<file path="src/rtl/uart_irq_ctrl.sv">
// uart_irq_ctrl -- APB-programmable interrupt controller for the UART.
//
// Captures 1-cycle event pulses from UART sources into sticky STATUS bits,
// masks them with ENABLE, reports the lowest-index pending source in ID and
// drives a single registered irq line.
//
// Ports:
//   clk, rst          clock (rising edge), asynchronous active-high reset
//   psel, penable,    APB slave: zero wait states (pready tied 1), pslverr
//   pwrite, paddr,      on access to an unmapped address, prdata is 0
//   pwdata, prdata,     outside a read access phase
//   pready, pslverr
//   src_evt[NSRC]     event pulses, bit i = source i
//   irq               registered interrupt request
//
// Register map (byte address, paddr[1:0] ignored):
//   0x00 STATUS  RW1C   0x04 ENABLE RW   0x08 PENDING RO   0x0C ID RO
//   0x10 HOLDOFF RW (only when UART_IRQ_COALESCE_EN is defined)
//
// Build option: define UART_IRQ_COALESCE_EN to add the HOLDOFF register and
// the HOLD state, which keeps irq low for HOLDOFF cycles after it falls.
//
// state  | meaning
// IDLE   | irq low, waiting for an enabled pending source
// ASSERT | irq high while any enabled source is pending
// HOLD   | irq held low for the holdoff window (coalescing builds only)

module uart_irq_ctrl #(
   parameter int NSRC   = 8,
   parameter int HOLD_W = 16
) (
   input  logic            clk,
   input  logic            rst,
   input  logic            psel,
   input  logic            penable,
   input  logic            pwrite,
   input  logic [4:0]      paddr,
   input  logic [31:0]     pwdata,
   output logic [31:0]     prdata,
   output logic            pready,
   output logic            pslverr,
   input  logic [NSRC-1:0] src_evt,
   output logic            irq
);

   typedef enum logic [1:0] {
      IDLE   = 2'd0,
      ASSERT = 2'd1,
      HOLD   = 2'd2
   } state_t;

   localparam logic [2:0] A_STATUS  = 3'd0;
   localparam logic [2:0] A_ENABLE  = 3'd1;
   localparam logic [2:0] A_PENDING = 3'd2;
   localparam logic [2:0] A_ID      = 3'd3;
   localparam logic [2:0] A_HOLDOFF = 3'd4;

   logic [2:0]      addr;
   logic            access;
   logic            wr_en;
   logic            mapped;
   logic [NSRC-1:0] status;
   logic [NSRC-1:0] enable;
   logic [NSRC-1:0] pending;
   logic [NSRC-1:0] w1c;
   logic            pend;
   logic [4:0]      id;
   state_t          state;
   logic            unused;

`ifdef UART_IRQ_COALESCE_EN
   logic [HOLD_W-1:0] holdoff;
   logic [HOLD_W-1:0] cnt;
`endif

   assign addr    = paddr[4:2];
   assign access  = psel & penable;
   assign wr_en   = access & pwrite;
   assign pending = status & enable;
   assign pend    = |pending;
   assign pready  = 1'b1;
   assign w1c     = (wr_en && addr == A_STATUS) ? pwdata[NSRC-1:0] : '0;
   assign unused  = ^{paddr[1:0], pwdata};

   always_comb begin
      case (addr)
         A_STATUS, A_ENABLE, A_PENDING, A_ID: mapped = 1'b1;
`ifdef UART_IRQ_COALESCE_EN
         A_HOLDOFF: mapped = 1'b1;
`endif
         default: mapped = 1'b0;
      endcase
   end

   assign pslverr = access & ~mapped;

   // Descending scan so the lowest pending index is the one left in id.
   always_comb begin
      id = '0;
      for (int i = NSRC - 1; i >= 0; i--) begin
         if (pending[i]) id = 5'(i);
      end
   end

   always_comb begin
      prdata = '0;
      if (access && !pwrite) begin
         case (addr)
            A_STATUS:  prdata[NSRC-1:0] = status;
            A_ENABLE:  prdata[NSRC-1:0] = enable;
            A_PENDING: prdata[NSRC-1:0] = pending;
            A_ID: begin
               prdata[31]  = pend;
               prdata[4:0] = id;
            end
`ifdef UART_IRQ_COALESCE_EN
            A_HOLDOFF: prdata[HOLD_W-1:0] = holdoff;
`endif
            default: prdata = '0;
         endcase
      end
   end

   // A new event wins over a simultaneous W1C of the same bit.
   always_ff @(posedge clk or posedge rst) begin
      if (rst) begin
         status <= '0;
         enable <= '0;
      end else begin
         status <= (status & ~w1c) | src_evt;
         if (wr_en && addr == A_ENABLE) enable <= pwdata[NSRC-1:0];
      end
   end

`ifdef UART_IRQ_COALESCE_EN
   always_ff @(posedge clk or posedge rst) begin
      if (rst) begin
         holdoff <= '0;
      end else if (wr_en && addr == A_HOLDOFF) begin
         holdoff <= pwdata[HOLD_W-1:0];
      end
   end
`endif

   always_ff @(posedge clk or posedge rst) begin
      if (rst) begin
         state <= IDLE;
         irq   <= 1'b0;
`ifdef UART_IRQ_COALESCE_EN
         cnt   <= '0;
`endif
      end else begin
         case (state)
            IDLE: begin
               if (pend) begin
                  state <= ASSERT;
                  irq   <= 1'b1;
               end
            end
            ASSERT: begin
               if (!pend) begin
                  irq <= 1'b0;
`ifdef UART_IRQ_COALESCE_EN
                  if (holdoff != '0) begin
                     state <= HOLD;
                     cnt   <= holdoff;
                  end else begin
                     state <= IDLE;
                  end
`else
                  state <= IDLE;
`endif
               end
            end
`ifdef UART_IRQ_COALESCE_EN
            // The count is latched on entry, so HOLDOFF writes here only
            // affect the next window. Leaving as cnt steps down to 1 lets
            // the IDLE evaluation cycle be the last low cycle, so irq stays
            // low for exactly HOLDOFF cycles.
            HOLD: begin
               cnt <= cnt - HOLD_W'(1);
               if (cnt <= HOLD_W'(2)) state <= IDLE;
            end
`endif
            default: begin
               state <= IDLE;
               irq   <= 1'b0;
            end
         endcase
      end
   end

endmodule

</file>
<file path="config.mk">
export PLATFORM = sky130hd
export DESIGN_NAME = uart_irq_ctrl
export DESIGN_NICKNAME = d
export VERILOG_FILES = /design/src/rtl/uart_irq_ctrl.sv
export SDC_FILE = /design/constraint.sdc
export NUM_CORES = 1
export LEC_CHECK = 0
export ABC_CLOCK_PERIOD_IN_PS = 3050
export BUFFER_PORTS_ARGS = -buffer_cell sky130_fd_sc_hd__buf_4
export CAP_MARGIN = 15
export CORE_MARGIN = 5
export CORE_UTILIZATION = 44
export DETAILED_ROUTE_END_ITERATION = 6
export HOLD_SLACK_MARGIN = 0.05
export PLACE_DENSITY = 0.92
export SETUP_SLACK_MARGIN = 0.15
export SLEW_MARGIN = 25
export SYNTH_ARGS = -nofsm -noshare
export SYNTH_HDL_FRONTEND = slang
export SYNTH_SLANG_ARGS = --single-unit
export TNS_END_PERCENT = 30
</file>
<file path="constraint.sdc">
create_clock -name clk -period 3.05 [get_ports clk]
set_input_delay 0.4575 -clock clk [delete_from_list [all_inputs] [get_ports clk]]
set_output_delay 0.4575 -clock clk [all_outputs]
set_load 0.005 [all_outputs]
</file>
# Word-level counts from Yosys, hierarchy flattened
# Cells that the tools add are included.
# totals
ff_bits	19
latch_bits	0
ramBits	0
romBits	0
out_inout_bits	35
mem_count	0
# classes
n_addsub	0
mul	0
n_div	0
magnitude_cmp	0
n_eq_ne	6
n_shift	0
n_mux	20
bitwise_logic	8
n_reduce_logical	9
# ops
operator	n
5-bit 2-to-1 mux	7
32-bit 2-to-1 mux	1
5-bit case mux with 4 select lines	1
8-bit bitwise AND	2
3-bit case mux with 3 select lines	1
8-bit 2-to-1 mux	1
8-bit inverter	1
8-bit OR	1
8-bit OR reduction	1
3-bit by 2-bit equality test with 1-bit output (second input constant)	2
1-bit 2-to-1 mux	4
2-bit 2-to-1 mux	2
2-bit inequality test (second input constant)	2
2-bit case mux with 2 select lines	1
4-bit OR reduction	1
1-bit bitwise AND	3
3-bit by 1-bit equality test with 1-bit output (second input constant)	1
1-bit logical AND	3
3-bit zero test	1
3-bit 2-to-1 mux	1
2-bit by 1-bit equality test with 1-bit output (second input constant)	1
2-bit zero test	1
1-bit case mux with 2 select lines	1
2-bit AND reduction	1
other kinds (2)	2

# Logic depth before layout (Yosys ltp)
# depth
ltp_word	11
depth_mapped	5

# Worst setup path after synthesis
# Ideal clock, no wire load.
# synth_timing
kind	register to output
startpoint	reg status[7]
endpoint	out prdata[31]
t_arrival_ps	1175
required_ps	2592
slack_ps	1418
stages_incl_launch_ff	5
path_cell_list	dfrtp_1 a22oi_2 nand3_2 or3_4 nor3b_2
# synth_between
elab_chain_len	4
# synth_rtl
item	line	text
start: declaration	62	logic [NSRC-1:0] status;
start signal: assignment	130	status <= (status & ~w1c) | src_evt;
8-bit bitwise AND	79	assign pending = status & enable;
8-bit OR reduction	80	assign pend = |pending;
1-bit 2-to-1 mux	108	case (addr)
32-bit 2-to-1 mux	107	if (access && !pwrite) begin
end: declaration	39	output logic [31:0] prdata,
# No other way between the ends.

# Final worst setup path
# layout_timing
startpoint	in pwrite
endpoint	out prdata[0]
# layout_between
elab_chain_len	3
# layout_rtl
item	line	text
start: declaration	36	input logic pwrite,
1-bit zero test	107	
1-bit logical AND	107	
32-bit 2-to-1 mux	107	
# No other way between the ends.

==> impl_metrics.json <==
{
  "outcome": "completed",
  "clock-root-buffer": "clkbuf_4",
  "post-cts-setup-buffers": 0,
  "period_needed_ns": 2.256,
  "rows": 19,
  "start_kind": "input pin",
  "cts_hold_buf": 0,
  "nets": 219,
  "portBuffers": 34,
  "die-area_um2": 3943,
  "synth_top_family_by_area": "simple AND/OR/NAND/NOR gates",
  "critical_path_class": "input pin to primary output",
  "synth.top_cell.area_share_pct": 34.69,
  "yosys-top-cells-count": "buf_4, nand2_1, dfrtp_1",
  "antenna_found_initial": 0,
  "syn_inst": 134,
  "ios": 85,
  "synth-adder-area-share_pct": 0,
  "ant_nets": 0,
  "yosysMostFrequentCell": "buf_4",
  "final_cell_area_um2": 1436,
  "slowest_delay_ns": 0.51,
  "clock_skew_ns": 0.001030,
  "grt_first_pass_wirelength_um": 4243,
  "syn_area_um2": 1226,
  "cp_slowest_cell": "nand4bb_1",
  "synthFlopType": "dfrtp_1",
  "max_freq_mhz": 443.3,
  "grt_pass1_vias": 976,
  "grt_overflow_total": 0,
  "worstPathMaxFanout": 10,
  "placed_area_um2": 1410,
  "syn_avg_cell_area_um2": 9.151,
  "antenna_cells_inserted": 0,
  "p_leak_nw": 0.6589,
  "crit_top_cell": "buf_4",
  "crit_arrival_ns": 1.80,
  "synth-seq-cells": 17,
  "yosys_warnings": 0,
  "synth.mux.area_fraction_pct": 7.347,
  "die-height_um": 62.79,
  "drc_errors": 0,
  "crit_chain": "buf_4 -> nand4bb_1 -> nor4b_1 -> a21oi_1 -> nand2_1 -> buf_4",
  "vias_per_cell": 5.060,
  "relSlewSlack_pct": 56.53,
  "rsz0062_at_grt": "no",
  "clockBufferDepth": 2,
  "cts_buffers": 3,
  "post_cts_resized": 0,
  "drive_gt1_share_pct": 30.36,
  "synth_compound_area_share_pct": 18.57,
  "firstDrtPassIters": 4,
  "cts_tree": "done",
  "p_seq_share_pct": 49.9,
  "setup_violations": 0,
  "p_clk_share_pct": 22.4,
  "hold_viol": 0,
  "yosysSeqAreaShare_pct": 34.69,
  "combPwrFrac_pct": 27.7,
  "r2r_slack_ns": 1.79,
  "wl_per_cell_um": 13.25,
  "async_reset_ff_share_pct": 100.0,
  "hold_path.class": "input pin to asynchronous set/reset pin",
  "synthTopCellsByArea": "dfrtp_1, buf_4, nand2_1, a21o_1, a21oi_1",
  "clk_pin_slew_ns": 0.10,
  "tns_ns": 0,
  "powerDensity_nw_per_um2": 384.7,
  "track_usage_pct": 12.99,
  "synth_cell_type_count": 33,
  "cts.sinks": 17,
  "p_sw_uw": 171.4,
  "finalMaxSlewViolations": 0,
  "clk_latency_ns": 0.29,
  "syn2layout_area_growth_pct": 17.14,
  "worst_pin_slew_ns": 0.6513,
  "cp.required_ns": 2.59,
  "synthSimpleGateAreaFrac_pct": 22.45,
  "cp-end-kind": "primary output",
  "fp.dieW_um": 62.79,
  "grt_max_degree": 18,
  "initial_utilization_pct": 45.24,
  "hpwl_um": 2070,
  "fp.coreArea_um2": 2710,
  "synth_xor_area_share_pct": 0,
  "swShare_pct": 31.02,
  "htree_levels": 1,
  "ir_drop_v": 0.0003484,
  "gp_congestion": 0.8924,
  "drt_iter0_drc": 36,
  "yosysTopAreaCell": "dfrtp_1",
  "finalCritPeriodShare_pct": 73.97,
  "wirelength_um": 2637,
  "maxCapViolCount": 0,
  "vias": 1007,
  "synth_edf_count": 0,
  "power.internal_uw": 381.1
}
==> worst max-delay path, delay by kind of cell <==
kind | cells | cell delay, ns
simple gates | 3 | 1.03
compound gates | 1 | 0.08
buf+inv | 2 | 0.23
==> power groups by stage <==
stage | sequential (mW) | clock [mW] | combinational (mW)
final | 0.276 | 0.124 | 0.153
after detailed placement | 0.279 | 0 | 0.152
after global placement | 0.278 | 0 | 0.146
after floorplan | 0.273 | 0 | 0.123
after global routing | 0.281 | 0.132 | 0.173
after CTS | 0.275 | 0.125 | 0.153
==> cells by family after synthesis <==
logic type / after synthesis
DFF: 17
other: 2
and+or+nand+nor: 44
AOI/OAI and AO/OA: 35
muxes: 8
buffers and inverters: 28
==> stage by stage <==
stage | hold slack (ns) | setup WS (ns) | power [mW] | util, % | std cells
global placement | 0.5143 | 0.8718 | 0.4241 | 52.03 | 195
global route | 0.2874 | 0.6087 | 0.5858 | 53.00 | 199
detailed placement | 0.5258 | 0.8223 | 0.4315 | 52.03 | 195
CTS | 0.2566 | 0.8036 | 0.5519 | 53.00 | 199
floorplan | 0.3836 | 1.418 | 0.3956 | - | 156
finish | 0.2485 | 0.7940 | 0.5525 | 53.00 | 199
==> per-layer routing <==
layer  routed length, um  track usage (%)  up-vias  part of all wire (%)
li1                    -                -      486                     -
met1                1152            16.89      466                    44
met2                1244            20.85       50                    47
met3                 216            2.878        5                   8.2
met4                  24            5.040        0                  0.91
met5                   0                0        -                     0
==> path summary, 6_finish.rpt <==
path,depth (start not counted),endpoint,start
max reg2reg,3,irq,status[7]
min,2,status[7],rst
min reg2reg,1,status[0],status[0]
min in group clk,2,status[5],src_evt[5]
max in group asynchronous,2,status[1],rst
max,6,prdata[0],pwrite
==> registers in the layout, indices dropped and copies added, names as in the netlist <==
name,cells
enable,8
irq,1
status,8
==> final cells by class <==
| cell class | count | area (um^2) |
|---|---|---|
| Fill cell | 264 | 1274 |
| Clock buffer | 4 | 26.28 |
| Multi-Input combinational cell | 111 | 683.2 |
| Tap cell | 31 | 38.79 |
| Inverter | 2 | 7.507 |
| Sequential cell | 17 | 425.4 |
| Timing Repair Buffer | 34 | 255.2 |
==> cell usage in the layout (no fill, tap or decap), types with 2 or more instances in the layout <==
cell type | synthesis | layout
nand2_1 | 18 | 18
mux2_1 | 4 | 4
nor2b_1 | 6 | 6
a21oi_1 | 10 | 10
clkbuf_4 | 0 | 3
nor2_1 | 6 | 6
a22o_1 | 3 | 3
o21ai_0 | 9 | 9
a21o_1 | 7 | 7
buf_4 | 25 | 34
conb_1 | 2 | 24
dfrtp_1 | 17 | 17
a2bb2oi_1 | 2 | 2
mux2_2 | 4 | 4
nand4bb_1 | 2 | 2
(Power assumes the default switching activity.)
